## config.mk

```make
export PLATFORM = sky130hd
export DESIGN_NAME = heartbeat_sequencer
export DESIGN_NICKNAME = d
export VERILOG_FILES = /design/src/rtl/heartbeat_sequencer_pkg.sv /design/src/rtl/heartbeat_step_timer.sv /design/src/rtl/heartbeat_sequencer.sv
export SDC_FILE = /design/constraint.sdc
export NUM_CORES = 1
export LEC_CHECK = 0
export CORE_ASPECT_RATIO = 1.1
export CORE_MARGIN = 1.5
export CORE_UTILIZATION = 66
export DETAILED_ROUTE_END_ITERATION = 10
export PLACE_DENSITY = 0.85
export SYNTH_ARGS = -nofsm -noshare
export SYNTH_HDL_FRONTEND = slang
export SYNTH_SLANG_ARGS = --single-unit
```

## constraint.sdc

```tcl
create_clock -name clk -period 16 [get_ports clk]
set_clock_uncertainty 0.15 [all_clocks]
set_input_delay 1.6 -clock clk [delete_from_list [all_inputs] [get_ports clk]]
set_output_delay 1.6 -clock clk [all_outputs]
set_load 0.03 [all_outputs]
```

## src/rtl/heartbeat_sequencer_pkg.sv

```systemverilog
// Shared types for the heartbeat sequencer.
//   u32          : 32-bit unsigned word used on the config port
//   step_t       : one pattern table entry (period, duty, last flag)
//   seq_state_e  : sequencer FSM states
//   clamp_period : limits a written period to the largest legal value
package heartbeat_sequencer_pkg;

    typedef logic [31:0] u32;

    typedef struct packed {
        u32   period;
        u32   duty;
        logic last;
    } step_t;

    typedef enum logic [1:0] {
        IDLE = 2'd0,
        LOAD = 2'd1,
        RUN  = 2'd2,
        DONE = 2'd3
    } seq_state_e;

    function automatic u32 clamp_period(input u32 period, input u32 max_period);
        return (period > max_period) ? max_period : period;
    endfunction

endpackage

```

## src/rtl/heartbeat_step_timer.sv

```systemverilog
// Times one pattern step: frame up-counter from 0 to period-1, LED on while
// frame < duty.
//   clk, reset : system clock, synchronous active-high reset
//   clear      : abort the step immediately (LED off)
//   load       : start a new step with period/duty
//   period     : step length in cycles (nonzero when load is asserted)
//   duty       : on-cycles at the start of the step
//   step_end   : high during the last frame of the step
//   on         : registered LED drive for the current frame
module heartbeat_step_timer
    import heartbeat_sequencer_pkg::*;
#(
    parameter int CW = 24
) (
    input  logic clk,
    input  logic reset,
    input  logic clear,
    input  logic load,
    input  u32   period,
    input  u32   duty,
    output logic step_end,
    output logic on
);

    logic [CW-1:0] frame;
    logic [CW-1:0] frame_inc;
    u32            period_r;
    u32            duty_r;
    logic          active;

    assign frame_inc = frame + CW'(1);
    assign step_end  = active && (u32'(frame) == period_r - 32'd1);

    always_ff @(posedge clk) begin
        if (reset || clear) begin
            active   <= 1'b0;
            frame    <= '0;
            on       <= 1'b0;
            period_r <= '0;
            duty_r   <= '0;
        end else if (load) begin
            active   <= 1'b1;
            frame    <= '0;
            period_r <= period;
            duty_r   <= duty;
            on       <= (duty != 32'd0);
        end else if (active) begin
            if (step_end) begin
                active <= 1'b0;
                frame  <= '0;
                on     <= 1'b0;
            end else begin
                frame <= frame_inc;
                // 'on' is registered, so it is evaluated for the frame being entered.
                on    <= (u32'(frame_inc) < duty_r);
            end
        end
    end

endmodule

```

## src/rtl/heartbeat_sequencer.sv

```systemverilog
// Programmable blink pattern player for status/fault LED codes.
// Owns the pattern table, the sequencing FSM and the pass counter; one
// heartbeat_step_timer times the active step.
//   clk, reset          : system clock, synchronous active-high reset
//   cfg_we/addr/period/duty/last : table write port (ignored while busy)
//   start, stop         : begin / abort pattern (pulses; stop wins)
//   repeat_count        : passes to play, 0 = forever
//   busy                : pattern active (LOAD or RUN)
//   done                : one-cycle pulse on normal completion
//   step_idx            : current table index
//   o_heartbeat         : LED drive
//
// state | meaning
// IDLE  | waiting for start
// LOAD  | one cycle reading entry[step_idx], LED off
// RUN   | step timer running, LED follows duty
// DONE  | one-cycle completion pulse, LED off
module heartbeat_sequencer
    import heartbeat_sequencer_pkg::*;
#(
    parameter int STEPS      = 8,
    parameter int MAX_PERIOD = 12_000_000
) (
    input  logic                     clk,
    input  logic                     reset,
    input  logic                     cfg_we,
    input  logic [$clog2(STEPS)-1:0] cfg_addr,
    input  u32                       cfg_period,
    input  u32                       cfg_duty,
    input  logic                     cfg_last,
    input  logic                     start,
    input  logic                     stop,
    input  logic [7:0]               repeat_count,
    output logic                     busy,
    output logic                     done,
    output logic [$clog2(STEPS)-1:0] step_idx,
    output logic                     o_heartbeat
);

    localparam int IW    = $clog2(STEPS);
    localparam int CW    = $clog2(MAX_PERIOD + 1);
    localparam u32 MAX_P = u32'(MAX_PERIOD);

    step_t      table_mem [STEPS];
    step_t      cur;
    seq_state_e state;
    logic [7:0] pass;
    logic [7:0] reps;
    logic [8:0] pass_next;
    logic [7:0] pass_sat;
    logic       step_end;
    logic       timer_load;

    // Table has no reset: contents survive a reset so a restart replays them.
    always_ff @(posedge clk) begin
        if (cfg_we && !busy) begin
            table_mem[cfg_addr].period <= clamp_period(cfg_period, MAX_P);
            table_mem[cfg_addr].duty   <= cfg_duty;
            table_mem[cfg_addr].last   <= cfg_last;
        end
    end

    assign cur        = table_mem[step_idx];
    assign pass_next  = {1'b0, pass} + 9'd1;
    // Saturate in forever mode so the count can never wrap onto a stop value.
    assign pass_sat   = (pass == 8'hFF) ? pass : pass_next[7:0];
    assign timer_load = (state == LOAD) && !stop && (cur.period != 32'd0);

    heartbeat_step_timer #(.CW(CW)) u_timer (
        .clk      (clk),
        .reset    (reset),
        .clear    (stop),
        .load     (timer_load),
        .period   (cur.period),
        .duty     (cur.duty),
        .step_end (step_end),
        .on       (o_heartbeat)
    );

    always_ff @(posedge clk) begin
        if (reset) begin
            state    <= IDLE;
            busy     <= 1'b0;
            done     <= 1'b0;
            step_idx <= '0;
            pass     <= '0;
            reps     <= '0;
        end else if (stop) begin
            state <= IDLE;
            busy  <= 1'b0;
            done  <= 1'b0;
        end else begin
            case (state)
                IDLE: begin
                    done <= 1'b0;
                    if (start) begin
                        reps     <= repeat_count;
                        step_idx <= '0;
                        pass     <= '0;
                        busy     <= 1'b1;
                        state    <= LOAD;
                    end
                end
                LOAD: begin
                    if (cur.period == 32'd0) begin
                        // Zero period terminates the pattern; at index 0 it is an empty pass.
                        if (step_idx == '0) pass <= pass_sat;
                        busy  <= 1'b0;
                        done  <= 1'b1;
                        state <= DONE;
                    end else begin
                        state <= RUN;
                    end
                end
                RUN: begin
                    if (step_end) begin
                        if (!cur.last && (step_idx != IW'(STEPS - 1))) begin
                            step_idx <= step_idx + IW'(1);
                            state    <= LOAD;
                        end else begin
                            pass <= pass_sat;
                            if ((reps != 8'd0) && (pass_next == {1'b0, reps})) begin
                                busy  <= 1'b0;
                                done  <= 1'b1;
                                state <= DONE;
                            end else begin
                                step_idx <= '0;
                                state    <= LOAD;
                            end
                        end
                    end
                end
                DONE: begin
                    done  <= 1'b0;
                    state <= IDLE;
                end
                default: begin
                    busy  <= 1'b0;
                    done  <= 1'b0;
                    state <= IDLE;
                end
            endcase
        end
    end

endmodule

```

; After elaboration in Yosys (flattened, before gate mapping)
; Memories as Yosys holds them, arrays and structs flattened. A register that Yosys moved wholly into a read port is not among the register bits.
; Cells that the tools add are included.
[totals]
register_bits = 113
ramBits = 520
inputBits = 81
output_inout_bits = 6
elab_cells = 102
mem_count = 1
[classes]
n_addsub = 4
order_cmp = 2
eq_ne = 14
n_mux = 41
bitwise = 1
n_reduce_logical = 28
[memory_table]
columns = memory, depth, word_bits, rd, rd_clocked_by_memory_dff, wr, line
row1 = table_mem, 8, 65, 1, 1, 1, heartbeat_sequencer.sv:44  ; step_t table_mem [STEPS];
[ops]
columns = operator, count
row1 = nonzero test 32 bit, 2
row2 = 2-to-1 mux 8 bit, 6
row3 = == test 24 x 32 -> 1 bit, 1
row4 = greater-than comparator 32 x 24 -> 1 bit (second input constant), 1
row5 = zero test 32 bit, 1
row6 = < comparator 24 x 32 -> 1 bit, 1
row7 = 2-to-1 mux 32 bit, 1
row8 = subtractor 32 x 1 -> 32 bit (second input constant), 1
row9 = adder 24 x 1 -> 24 bit (second input constant), 1
row10 = 2-to-1 mux 24 bit, 1
row11 = one-hot mux 8 bit (3 select lines), 1
row12 = 2-to-1 mux 1 bit, 18
row13 = 2-to-1 mux 3 bit, 6
row14 = adder 8 x 1 -> 9 bit (second input constant), 1
row15 = == test 9 x 8 -> 1 bit, 1
row16 = == test 8 bit (second input constant), 1
row17 = 2-to-1 mux 2 bit, 4
row18 = inequality test 2 bit (second input constant), 4
row19 = one-hot mux 2 bit (4 select lines), 1
row20 = nonzero test 8 bit, 1
row21 = AND reduction 7 bit, 1
row22 = logical AND 1 bit, 6
row23 = inequality test 3 bit (second input constant), 2
row24 = one-hot mux 1 bit (3 select lines), 2
row25 = 18 further kinds, 25

; Logic depth before layout (Yosys ltp)
[logic_depth]
word_depth = 9
ltp_mapped = 17
depth_no_buf = 16

; By module
; Synthesis repeated with hierarchy kept, for this count alone.
[unflattened]
hier_cells = 1709
area_unflattened_um2 = 27242.4
[modules_own_cells]
columns = mod, instances, cells_each, area_per_inst_um2, seq_area_each_um2
row1 = heartbeat_sequencer, 1, 1084, 21793.4, 16135.5
row2 = heartbeat_step_timer, 1, 625, 5449.0, 1801.7

; Worst setup path after synthesis
; No wires, ideal clock.
[synth_timing]
path_type = input to register
start = input port cfg_addr[0]
end = memory table_mem[2][0] (netlist name) (enable)
setup_ns = 0.655
arrival_ns = 7.975
required_time_ns = 15.195
path_slack_ns = 7.220
stages = 1
n_path_buf = 0
path_cell_list = nor4_1
[synth_rtl]
columns = item, line
row1 = from (decl), heartbeat_sequencer.sv:27  ; input logic [$clog2(STEPS)-1:0] cfg_addr,
row2 = to (decl), heartbeat_sequencer.sv:44
; No word-level cell before the write port.

==> results.json <==
{
  "critical_path_class": "reg -> reg",
  "power_density_nw_per_um2": 112,
  "syn_area_per_cell_um2": 15.6,
  "finalWirelength_um": 64300,
  "vdd_drop_max_v": 0.000153,
  "drive_gt1_share_pct": 15.7,
  "clockBufferDepth": 3,
  "final_common_cell": "edfxtp_1",
  "ctsResizeCount": 0,
  "critical_path_arrival_ps": 7040,
  "cts_root_buf": "clkbuf_16",
  "tritoncts": "yes",
  "leakage_nw": 9.54,
  "hold_buffers": 0,
  "drv_cap": 0,
  "synthArstFlopShare_pct": 0,
  "ys.warnings.count": 0,
  "fill_cells": 2177,
  "r2r_end": "u_timer.frame[4]",
  "totalNegativeSetupSlack_ps": 0,
  "relSlewSlack_pct": 27.0,
  "tightest_slew_ps": 1100,
  "io_buffers": 86,
  "routed.top_layer": "met4",
  "postCtsSetupBuffers": 0,
  "rows": 77,
  "die_height_um": 215,
  "period_share_pct": 41.6,
  "fmax_mhz": 150,
  "whs_path_depth": 2,
  "viasPerCell": 6.68,
  "dieArea_um2": 42000,
  "numCtsBuffers": 59,
  "nets": 1974,
  "grt_pass1_vias": 16400,
  "rr_worst_depth": 11,
  "ys.flop_type": "edfxtp_1",
  "netlist_instances": 1723,
  "period_minus_slack_ps": 6660,
  "grtUsageTotal_pct": 31.2,
  "core_area_um2": 40200,
  "synth.distinct_cells": 78,
  "worstPathRequired_ps": 16380,
  "grt_pass1_wl_um": 97600,
  "rsz0062_at_grt": "false",
  "pin_count": 87,
  "synth_edf_count": 520,
  "ant_nets": 0,
  "cp-end-kind": "flip-flop",
  "hpwl_um": 38400,
  "netlist_area_um2": 26900,
  "wl_met3_um": 5220,
  "mostFrequentLayoutCells": "edfxtp_1 (520), mux4_2 (122), dfxtp_1 (113), nor2_1 (94), clkdlybuf4s50_1 (86)",
  "drc": 0,
  "grt-ovfl-total": 0,
  "setup_viol": 0,
  "wire_per_inst_um": 26.5,
  "power.total_mw": 3.42,
  "min_path_type": "reg -> reg",
  "initial_core_util_pct": 67.0,
  "seq_area_frac_synth_pct": 66.7,
  "syn2layout_area_growth_pct": 13.3,
  "ys_ff_latch": 636,
  "wl_met1_um": 23800,
  "reg2reg_slack_ps": 9340,
  "drtPass1Iterations": 6,
  "vias": 16200,
  "crit_fanout": 55,
  "status": "finished, final reports clean",
  "grt_max_degree": 109,
  "ctsHtreeMaxLevel": 2,
  "clk_latency_ps": 630,
  "gp_congestion": 0.933,
  "clk_pin_slew_ps": 70,
  "die_width_um": 195,
  "met2WireLength_um": 32600,
  "worst_setup_path_start_kind": "flip-flop",
  "dr.first_iter.drc_count": 1705,
  "cts.sinks": 636,
  "slew_violations": 0,
  "hold_viol_final": 0,
  "worstHoldEndpoint": "u_timer.period_r[20]",
  "antenna_found_initial": 1,
  "holdCritStartpoint": "u_timer.period_r[20]"
}
## state kept, by name, indices dropped and copies added (netlist names), named ones only
| register | count |
|---|---|
| done | 1 |
| u_timer.on | 1 |
| table_mem | 520 |
| u_timer.active | 1 |
| step_idx | 3 |
| u_timer.period_r | 32 |
| u_timer.duty_r | 32 |
| u_timer.frame | 24 |
| busy | 1 |
| state | 2 |
| reps | 8 |
| pass | 8 |
## layer usage
layer | up-vias | track usage [%]
met5 | - | 0
met1 | 8127 | 40.9
met4 | 0 | 13.2
met3 | 176 | 5.48
met2 | 886 | 52.2
li1 | 6999 | -
## report_power, final
group	switching, mW	internal [mW]	total, mW
clock network	0.617	0.813	1.43
registers	0.0166	1.82	1.84
logic	0.0977	0.0609	0.159
total	0.732	2.69	3.42
## worst max path at each step
stage	startpoint	end	slack, ps	depth (start not counted)
4_1_cts	flip-flop	u_timer.frame[4]	9370	11
2_1_floorplan	cfg_addr[0]	table_mem[2][0]	7220	1
6_report	flip-flop	u_timer.frame[4]	9340	11
5_1_grt	flip-flop	u_timer.frame[4]	8880	11
3_5_place_dp	flip-flop	u_timer.frame[4]	9410	11
3_3_place_gp	flip-flop	u_timer.frame[4]	9530	11
## area by class of cell
type / instances / area (um2) / share of cell area (%)
clock buffer: 73 / 1570 / 5.15
timing repair buffer: 111 / 1050 / 3.44
multi-input combinational: 1012 / 8700 / 28.5
tap: 513 / 642 / 2.11
clock inverter: 39 / 409 / 1.34
sequential: 636 / 17900 / 58.9
inverter: 40 / 150 / 0.493
antenna: 1 / 2.50 / 0.00821
## stage by stage
stage               hold WS [ps]  instance area, um2  utilization (%)  instances  worst slack (ps)
finish                       348               30500             75.8       2425              9340
global route                 371               30500             75.8       2425              8880
CTS                          354               30500             75.8       2424              9370
detailed placement           343               28500             70.9       2312              9410
global placement             330               28500             70.9       2312              9530
floorplan                    294               27100                -       1786              7220
## synthesized netlist by cell type (10+ instances only)
master	instances	share of area, %
a211oi_1	62	1.7
a21o_1	10	0.28
a21oi_1	65	1.2
and2_1	17	0.40
buf_1	16	0.22
buf_2	22	0.41
clkbuf_1	57	0.80
dfxtp_1	116	8.6
edfxtp_1	520	58
ha_1	33	1.5
inv_1	39	0.54
mux2_2	20	0.84
mux2i_1	63	2.3
mux4_2	122	10
nand2_1	71	0.99
nand2b_1	27	0.63
nand3_1	27	0.50
nand3b_1	10	0.28
nand4_1	29	0.67
nor2_1	98	1.4
nor3_1	29	0.54
nor4_1	33	0.77
o21ai_0	20	0.37
or3_1	14	0.33
or4_1	11	0.31
xnor2_1	45	1.5
xor2_1	19	0.62
## logic make-up (layout without fill, tap and decap cells)
family | after synthesis | after routing | synth area share (%)
xor+xnor | 64 | 64 | 2.08
simple gates | 406 | 406 | 8.01
compound gates | 240 | 240 | 6.19
buf+inv | 138 | 263 | 2.10
fa+ha+maj | 33 | 33 | 1.53
mux | 205 | 205 | 13.4
flops | 636 | 636 | 66.7
other cells | 1 | 65 | 0.0139
## worst max-delay path: stages, from the launching register on
cell      delay, ps
dfxtp_4         540
buf_4           780
buf_4           970
mux4_2          640
nor4_1          370
nand4_1         220
mux2i_1         410
and3_1          350
nand2b_1        580
nand2_1         680
or4_1           680
o31ai_1          80
Power figures use the tool's default switching activity.
